[src/rtl/led_pkg.sv]
// -----------------------------------------------------------------------------
// led_pkg
// Shared types and helpers for the LED blink arbiter.
//   led_state_t    : arbiter state encoding (IDLE, PLAY, GAP)
//   calc_tick_div  : clock cycles per pattern bit
//   calc_cnt_w     : prescaler counter width for a given divider
//   DEF_*          : default parameter values
// -----------------------------------------------------------------------------
package led_pkg;

    typedef enum logic [1:0] {
        IDLE = 2'd0,
        PLAY = 2'd1,
        GAP  = 2'd2
    } led_state_t;

    localparam int DEF_CLK_HZ  = 100_000_000;
    localparam int DEF_TICK_HZ = 10;
    localparam int DEF_NUM_REQ = 4;
    localparam int DEF_PAT_W   = 8;
    localparam int DEF_REP_W   = 4;

    function automatic int calc_tick_div(input int clk_hz, input int tick_hz);
        return clk_hz / tick_hz;
    endfunction

    // Counter runs 0..div-1, so it needs $clog2(div) bits (never less than 1).
    function automatic int calc_cnt_w(input int div);
        return (div < 2) ? 1 : $clog2(div);
    endfunction

endpackage

[src/rtl/led_tick_gen.sv]
// -----------------------------------------------------------------------------
// led_tick_gen
// Prescaler producing a one-cycle tick every TICK_DIV clock cycles.
// Ports:
//   clk    in  system clock
//   reset  in  asynchronous active-high reset (counter to 0)
//   clear  in  synchronous restart: counter is 0 on the following cycle
//   tick   out high during the last cycle of each TICK_DIV-cycle period
// -----------------------------------------------------------------------------
module led_tick_gen
    import led_pkg::*;
#(
    parameter int TICK_DIV = 10
) (
    input  logic clk,
    input  logic reset,
    input  logic clear,
    output logic tick
);

    localparam int CNT_W = calc_cnt_w(TICK_DIV);
    localparam logic [CNT_W-1:0] CNT_MAX = CNT_W'(TICK_DIV - 1);

    logic [CNT_W-1:0] cnt;

    always_ff @(posedge clk or posedge reset) begin
        if (reset) begin
            cnt <= '0;
        end else if (clear || cnt == CNT_MAX) begin
            cnt <= '0;
        end else begin
            cnt <= cnt + 1'b1;
        end
    end

    // Decoded straight from the counter so the arbiter can act on it in the
    // same cycle; it must not depend on clear, which the arbiter derives from it.
    assign tick = (cnt == CNT_MAX);

endmodule

[src/rtl/led_blink_arbiter.sv]
// -----------------------------------------------------------------------------
// led_blink_arbiter
// Shares one LED between NUM_REQ requesters. A winner is picked round-robin,
// its pattern/repeat count are latched, and the pattern is played MSB first at
// one bit per TICK_DIV cycles, rep+1 times, followed by a TICK_DIV-cycle gap.
//
// Ports:
//   clk    in  system clock
//   reset  in  asynchronous active-high reset
//   req    in  [NUM_REQ]        level requests
//   pat    in  [NUM_REQ*PAT_W]  patterns, requester i at [i*PAT_W +: PAT_W]
//   rep    in  [NUM_REQ*REP_W]  repeat counts (pattern plays rep+1 times)
//   gnt    out [NUM_REQ]        one-hot registered grant
//   done   out [NUM_REQ]        one-cycle pulse on normal completion
//   busy   out                  high whenever the arbiter is not IDLE
//   led_1  out                  registered LED drive
//
// Build option LED_PREEMPT_EN: req[0] becomes urgent. A rising edge on req[0]
// while another requester is playing or in its gap switches straight to
// requester 0 (no gap, no done), and req[0] wins every IDLE arbitration.
// -----------------------------------------------------------------------------
module led_blink_arbiter
    import led_pkg::*;
#(
    parameter int CLK_HZ  = DEF_CLK_HZ,
    parameter int TICK_HZ = DEF_TICK_HZ,
    parameter int NUM_REQ = DEF_NUM_REQ,
    parameter int PAT_W   = DEF_PAT_W,
    parameter int REP_W   = DEF_REP_W
) (
    input  logic                     clk,
    input  logic                     reset,
    input  logic [NUM_REQ-1:0]       req,
    input  logic [NUM_REQ*PAT_W-1:0] pat,
    input  logic [NUM_REQ*REP_W-1:0] rep,
    output logic [NUM_REQ-1:0]       gnt,
    output logic [NUM_REQ-1:0]       done,
    output logic                     busy,
    output logic                     led_1
);

    localparam int TICK_DIV = calc_tick_div(CLK_HZ, TICK_HZ);
    localparam int IDX_W    = $clog2(NUM_REQ);
    localparam int BIT_W    = (PAT_W > 1) ? $clog2(PAT_W) : 1;
    localparam logic [BIT_W-1:0] BIT_TOP = BIT_W'(PAT_W - 1);

    led_state_t       state_q, state_d;
    logic [IDX_W-1:0] winner_q, winner_d;
    logic [IDX_W-1:0] rr_q, rr_d;
    logic             rr_fresh_q, rr_fresh_d;
    logic [PAT_W-1:0] pat_q, pat_d;
    logic [REP_W-1:0] rep_q, rep_d;
    logic [BIT_W-1:0] bit_q, bit_d;
    logic [NUM_REQ-1:0] gnt_d, done_d;
    logic             led_d;

    logic             restart;
    logic             tick;
    logic             tick_clear;
    logic             urgent;
    logic             pick_found;
    logic [IDX_W-1:0] pick_idx;
    logic             do_grant;
    logic [IDX_W-1:0] grant_idx;

    logic [PAT_W-1:0] pat_arr [NUM_REQ];
    logic [REP_W-1:0] rep_arr [NUM_REQ];

    function automatic logic [NUM_REQ-1:0] onehot(input logic [IDX_W-1:0] i);
        logic [NUM_REQ-1:0] v;
        v    = '0;
        v[i] = 1'b1;
        return v;
    endfunction

    for (genvar g = 0; g < NUM_REQ; g++) begin : g_unpack
        assign pat_arr[g] = pat[g*PAT_W +: PAT_W];
        assign rep_arr[g] = rep[g*REP_W +: REP_W];
    end

    // Bit period / gap timer; restarted on every PLAY or GAP entry and held
    // at 0 while idle.
    assign tick_clear = restart || (state_q == IDLE);

    led_tick_gen #(
        .TICK_DIV (TICK_DIV)
    ) u_tick (
        .clk   (clk),
        .reset (reset),
        .clear (tick_clear),
        .tick  (tick)
    );

`ifdef LED_PREEMPT_EN
    logic req0_q;

    always_ff @(posedge clk or posedge reset) begin
        if (reset) begin
            req0_q <= 1'b0;
        end else begin
            req0_q <= req[0];
        end
    end

    // Requester 0 is never preempted, including during its own gap.
    assign urgent = req[0] && !req0_q && (state_q != IDLE) && (winner_q != '0);
`else
    assign urgent = 1'b0;
`endif

    // Round-robin search. Until the first grant after reset the search starts
    // at requester 0; afterwards it starts just past the last winner.
    always_comb begin : pick_blk
        int start_idx;
        int idx;
        pick_found = 1'b0;
        pick_idx   = '0;
        start_idx  = rr_fresh_q ? 0 : (int'(rr_q) + 1) % NUM_REQ;
        for (int k = 0; k < NUM_REQ; k++) begin
            idx = (start_idx + k) % NUM_REQ;
            if (!pick_found && req[IDX_W'(idx)]) begin
                pick_found = 1'b1;
                pick_idx   = IDX_W'(idx);
            end
        end
`ifdef LED_PREEMPT_EN
        if (req[0]) begin
            pick_found = 1'b1;
            pick_idx   = '0;
        end
`endif
    end

    always_comb begin
        state_d    = state_q;
        winner_d   = winner_q;
        rr_d       = rr_q;
        rr_fresh_d = rr_fresh_q;
        pat_d      = pat_q;
        rep_d      = rep_q;
        bit_d      = bit_q;
        gnt_d      = '0;
        done_d     = '0;
        led_d      = 1'b0;
        restart    = 1'b0;
        do_grant   = 1'b0;
        grant_idx  = '0;

        if (urgent) begin
            do_grant  = 1'b1;
            grant_idx = '0;
        end else begin
            unique case (state_q)
                IDLE: begin
                    if (pick_found) begin
                        do_grant  = 1'b1;
                        grant_idx = pick_idx;
                    end
                end
                PLAY: begin
                    // Completion is checked before abandon so a req that drops
                    // on the final tick still earns its done pulse.
                    if (tick && bit_q == '0 && rep_q == '0) begin
                        state_d = GAP;
                        restart = 1'b1;
                        done_d  = onehot(winner_q);
                    end else if (!req[winner_q]) begin
                        state_d = GAP;
                        restart = 1'b1;
                    end else begin
                        gnt_d = onehot(winner_q);
                        if (tick) begin
                            if (bit_q == '0) begin
                                rep_d = rep_q - 1'b1;
                                bit_d = BIT_TOP;
                            end else begin
                                bit_d = bit_q - 1'b1;
                            end
                        end
                        led_d = pat_q[bit_d];
                    end
                end
                GAP: begin
                    if (tick) begin
                        state_d = IDLE;
                    end
                end
                default: begin
                    state_d = IDLE;
                end
            endcase
        end

        if (do_grant) begin
            state_d    = PLAY;
            winner_d   = grant_idx;
            rr_d       = grant_idx;
            rr_fresh_d = 1'b0;
            pat_d      = pat_arr[grant_idx];
            rep_d      = rep_arr[grant_idx];
            bit_d      = BIT_TOP;
            restart    = 1'b1;
            gnt_d      = onehot(grant_idx);
            led_d      = pat_d[PAT_W-1];
        end
    end

    always_ff @(posedge clk or posedge reset) begin
        if (reset) begin
            state_q    <= IDLE;
            winner_q   <= '0;
            rr_q       <= '0;
            rr_fresh_q <= 1'b1;
            bit_q      <= BIT_TOP;
            gnt        <= '0;
            done       <= '0;
            led_1      <= 1'b0;
        end else begin
            state_q    <= state_d;
            winner_q   <= winner_d;
            rr_q       <= rr_d;
            rr_fresh_q <= rr_fresh_d;
            bit_q      <= bit_d;
            gnt        <= gnt_d;
            done       <= done_d;
            led_1      <= led_d;
        end
    end

    // Latched pattern and repeat count: only consulted outside IDLE, after a
    // grant has loaded them, so they carry no reset.
    always_ff @(posedge clk) begin
        pat_q <= pat_d;
        rep_q <= rep_d;
    end

    assign busy = (state_q != IDLE);

endmodule

[config.mk]
export PLATFORM = sky130hd
export DESIGN_NAME = led_blink_arbiter
export DESIGN_NICKNAME = d
export VERILOG_FILES = /design/src/rtl/led_pkg.sv /design/src/rtl/led_tick_gen.sv /design/src/rtl/led_blink_arbiter.sv
export SDC_FILE = /design/constraint.sdc
export NUM_CORES = 1
export LEC_CHECK = 0
export ABC_AREA = 1
export CORE_MARGIN = 8
export CORE_UTILIZATION = 49
export CTS_BUF_LIST = sky130_fd_sc_hd__clkbuf_4
export CTS_CLUSTER_SIZE = 40
export DETAILED_ROUTE_END_ITERATION = 12
export PLACE_DENSITY_LB_ADDON = 0.15
export SYNTH_ARGS = -nofsm -noshare
export SYNTH_HDL_FRONTEND = slang
export SYNTH_SLANG_ARGS = --single-unit
[constraint.sdc]
create_clock -name clk -period 2.5 [get_ports clk]
set_clock_uncertainty 0.1 [all_clocks]
set_input_delay 0.25 -clock clk [delete_from_list [all_inputs] [get_ports clk]]
set_output_delay 0.25 -clock clk [all_outputs]
set_load 0.1 [all_outputs]
==> run summary <==
crit path kind: reg2reg
VDD IR-drop max: 186 µV
initial antenna violation count: 1
mux share of post-synthesis cell area: 0%
Synthesis Warnings: 0
Port Buf Inserts: 63
post-synth top area share: 26.5%
Post-Synthesis Cells: 480
worst path cell trace: inv_2, ha_4, nand3_1, nand2_4, nand2_2, nand2_4, nand3_4, nor2_4, buf_4, nor2_4, nor2_4, buf_12, nor2_4, nand2_1, nand3_1
Total GRT Usage: 16.8%
I/O pin cnt: 64
share of layout cells above drive strength 1: 18.5%
Synth Area in XOR/XNOR: 3.51%
Max clock buf depth: 2
core area: 0.00683 mm²
CTS tree: built
clk root buf: clkbuf_4
most frequent cell after synthesis: nand2_1
reg-to-reg critical path startpoint: rr_q[0]$_DFFE_PP0P_
synth top area cells: dfrtp_1, nand2_1, edfxtp_1
Achievable Freq: 411 MHz
maximum number of pins on one net before global-route repair: 42
leakage power: 2.14 nW
die height: 100 µm
Power Total: 1.43 mW
Max-cap violations: 0
critical-path maximum fanout: 8
largest area contributor in the netlist: dfrtp_1
post-route minimum period: 2.43 ns
Routed Antenna Nets: 0
Worst path most repeated cell: nor2_4
number of synthesized flops with an enable pin: 12
Final HPWL DP: 6320 µm
slowest CP cell: dfrtp_2
Crit. End Element: flip-flop
Register-to-Register Path Depth: 15
number of synthesized register bits: 53
Cell Area, Synth: 0.00349 mm²
status: finished clean
Clock Sinks: 53
syn avg cell area: 7.27 µm²
worst path bufs/invs: 3
DRC Markers: 0
Primary FF master, synth: dfrtp_1
drt total wl: 8420 µm
GR Overflow Total: 0
Arrival @ worst endpoint: 2.46 ns
worst slew pin tran: 0.497 ns
DR pass1 iterations: 4
DR WL/cell: 12.5 µm
Hold WS: 0.175 ns
Via Count: 3,285
Die Wd: 100 µm
r2r endpoint: pat_q[4]$_DFFE_PP_
Hold Buf Count CTS: 0
post-synthesis adder-cell area fraction: 3.23%
cts bufs inserted: 5
fin crit share: 97.2%
post-route cell area: 0.00467 mm²
Synth Net Count: 543
vias in the first global route: 3,272
top post-synthesis cells by count: nand2_1, inv_1, nor2_1
H-tree depth: 2
area growth from synthesis to layout: 33.7%
sequential fraction of the synthesis area: 39.9%
Site Rows: 30
die area: 0.0101 mm²
Max stage delay on crit path: 0.40 ns
Core Util, Final: 68.3%
Final Wtd Congestion: 0.900
dpl cell area: 0.00425 mm²
dominant combinational cell family by area after synthesis: simple AND/OR/NAND/NOR gates
final setup fails: 0
pwr/cell area: 306 mW/mm²
Yosys cell types: 35
Post-synth ARST share: 77.4%
first-pass GRT wire length: 14,100 µm
final number of max-transition violations: 0
Req. time, crit path: 2.53 ns
critical path startpoint: rr_q[0]$_DFFE_PP0P_
r2r setup slk: 0.07 ns
worst hold path class: in2async
relative slew slack: 66.9%
Starting Density: 51.1%
worst skew pair latency: 0.37 ns
Synth Area in Simple Gates: 40.2%
Worst-path clk slew: 0.16 ns
post-DR vias/cell: 4.90
layout net count: 636
Hold Vio Cnt, Final: 0
Top delay family on crit path: simple AND/OR/NAND/NOR gates
Compound-Gate Fraction of Synth Area: 4.41%
element type at the critical path start: flip-flop
Starting DRT DRC Count: 142
[power breakdown]
part	leakage (nW)	switching [mW]	total [mW]	internal (mW)
Clock	0.0310	0.267	0.374	0.107
Combinational	1.49	0.0686	0.169	0.100
Sequential	0.627	0	0.884	0.884
Total	2.14	0.336	1.43	1.09
[layout by cell type (no fill, tap or decap), types with 7 or more instances in the layout]
master	instances
nor2_4	11
nand3_1	37
nand3b_1	7
clkdlybuf4s50_1	53
nor2_1	46
nor3_1	14
ha_1	8
nand2_1	148
buf_4	32
o21ai_0	9
inv_1	53
nand4_1	10
dfrtp_1	36
xor2_1	11
nand2_2	14
nor3b_1	7
edfxtp_1	12
[sequential cells by signal, summed over array words and instances (netlist names)]
signal,count
rr_q,2
state_q,2
pat_q,8
done,4
u_tick.cnt,24
rep_q,4
led_1,1
gnt,4
bit_q,3
rr_fresh_q,1
[layout make-up]
type / instances / area [µm²]
diodes: 1 / 2.50
clock buffers: 5 / 37.5
clock inverters: 3 / 17.5
fillers: 581 / 2160
inverters: 60 / 235
multi-input cells: 361 / 1990
flip-flops and latches: 53 / 1390
well taps: 96 / 120
repair buffers: 92 / 876
[repair_timing]
item | 4_1_cts | 5_1_grt
resized for setup | 2 | 52
setup buffers | 2 | 13
cloned | 0 | 2
pin swaps | 1 | 12
endpoints found under the setup margin | 1 | 18
[worst max-delay path by stage]
stage                              end  depth (start not counted)
detailed placement  pat_q[5]$_DFFE_PP_                         13
finish              pat_q[4]$_DFFE_PP_                         15
CTS                 pat_q[4]$_DFFE_PP_                         15
global placement    rep_q[1]$_DFFE_PP_                         15
global route        rep_q[3]$_DFFE_PP_                         18
floorplan           rep_q[0]$_DFFE_PP_                         17
[tightest hold or removal path, delay by kind of cell]
| family | cells | cell delay, ns |
|---|---|---|
| buffers and inverters | 3 | 0.86 |
[per-layer routing]
metal / routed length (µm) / track usage (%) / share of wire (%) / vias to the layer above
met5: 0 / 0 / 0 / -
met2: 4290 / 29.6 / 51 / 63
met1: 3740 / 19.6 / 44 / 1489
met4: 71 / 5.47 / 0.84 / 0
met3: 314 / 3.81 / 3.7 / 4
li1: - / - / - / 1729
[per-stage QoR]
stage	worst slack, ns	TNS, ns	std cells
after floorplan	0.0696	0	480
after global placement	0.0771	0	645
after detailed placement	0.0418	0	645
after CTS	0.0422	0	655
after global routing	-0.0901	-0.408	671
final	0.0690	0	671
[kinds of logic after synthesis]
logic type / after synthesis
AO/OA/AOI/OAI: 26
adder cells (fa/ha/maj): 9
flip-flops: 53
AND/OR/NAND/NOR: 310
buffers and inverters: 68
XOR/XNOR: 14
No activity file was read; power rests on OpenSTA's default activity.
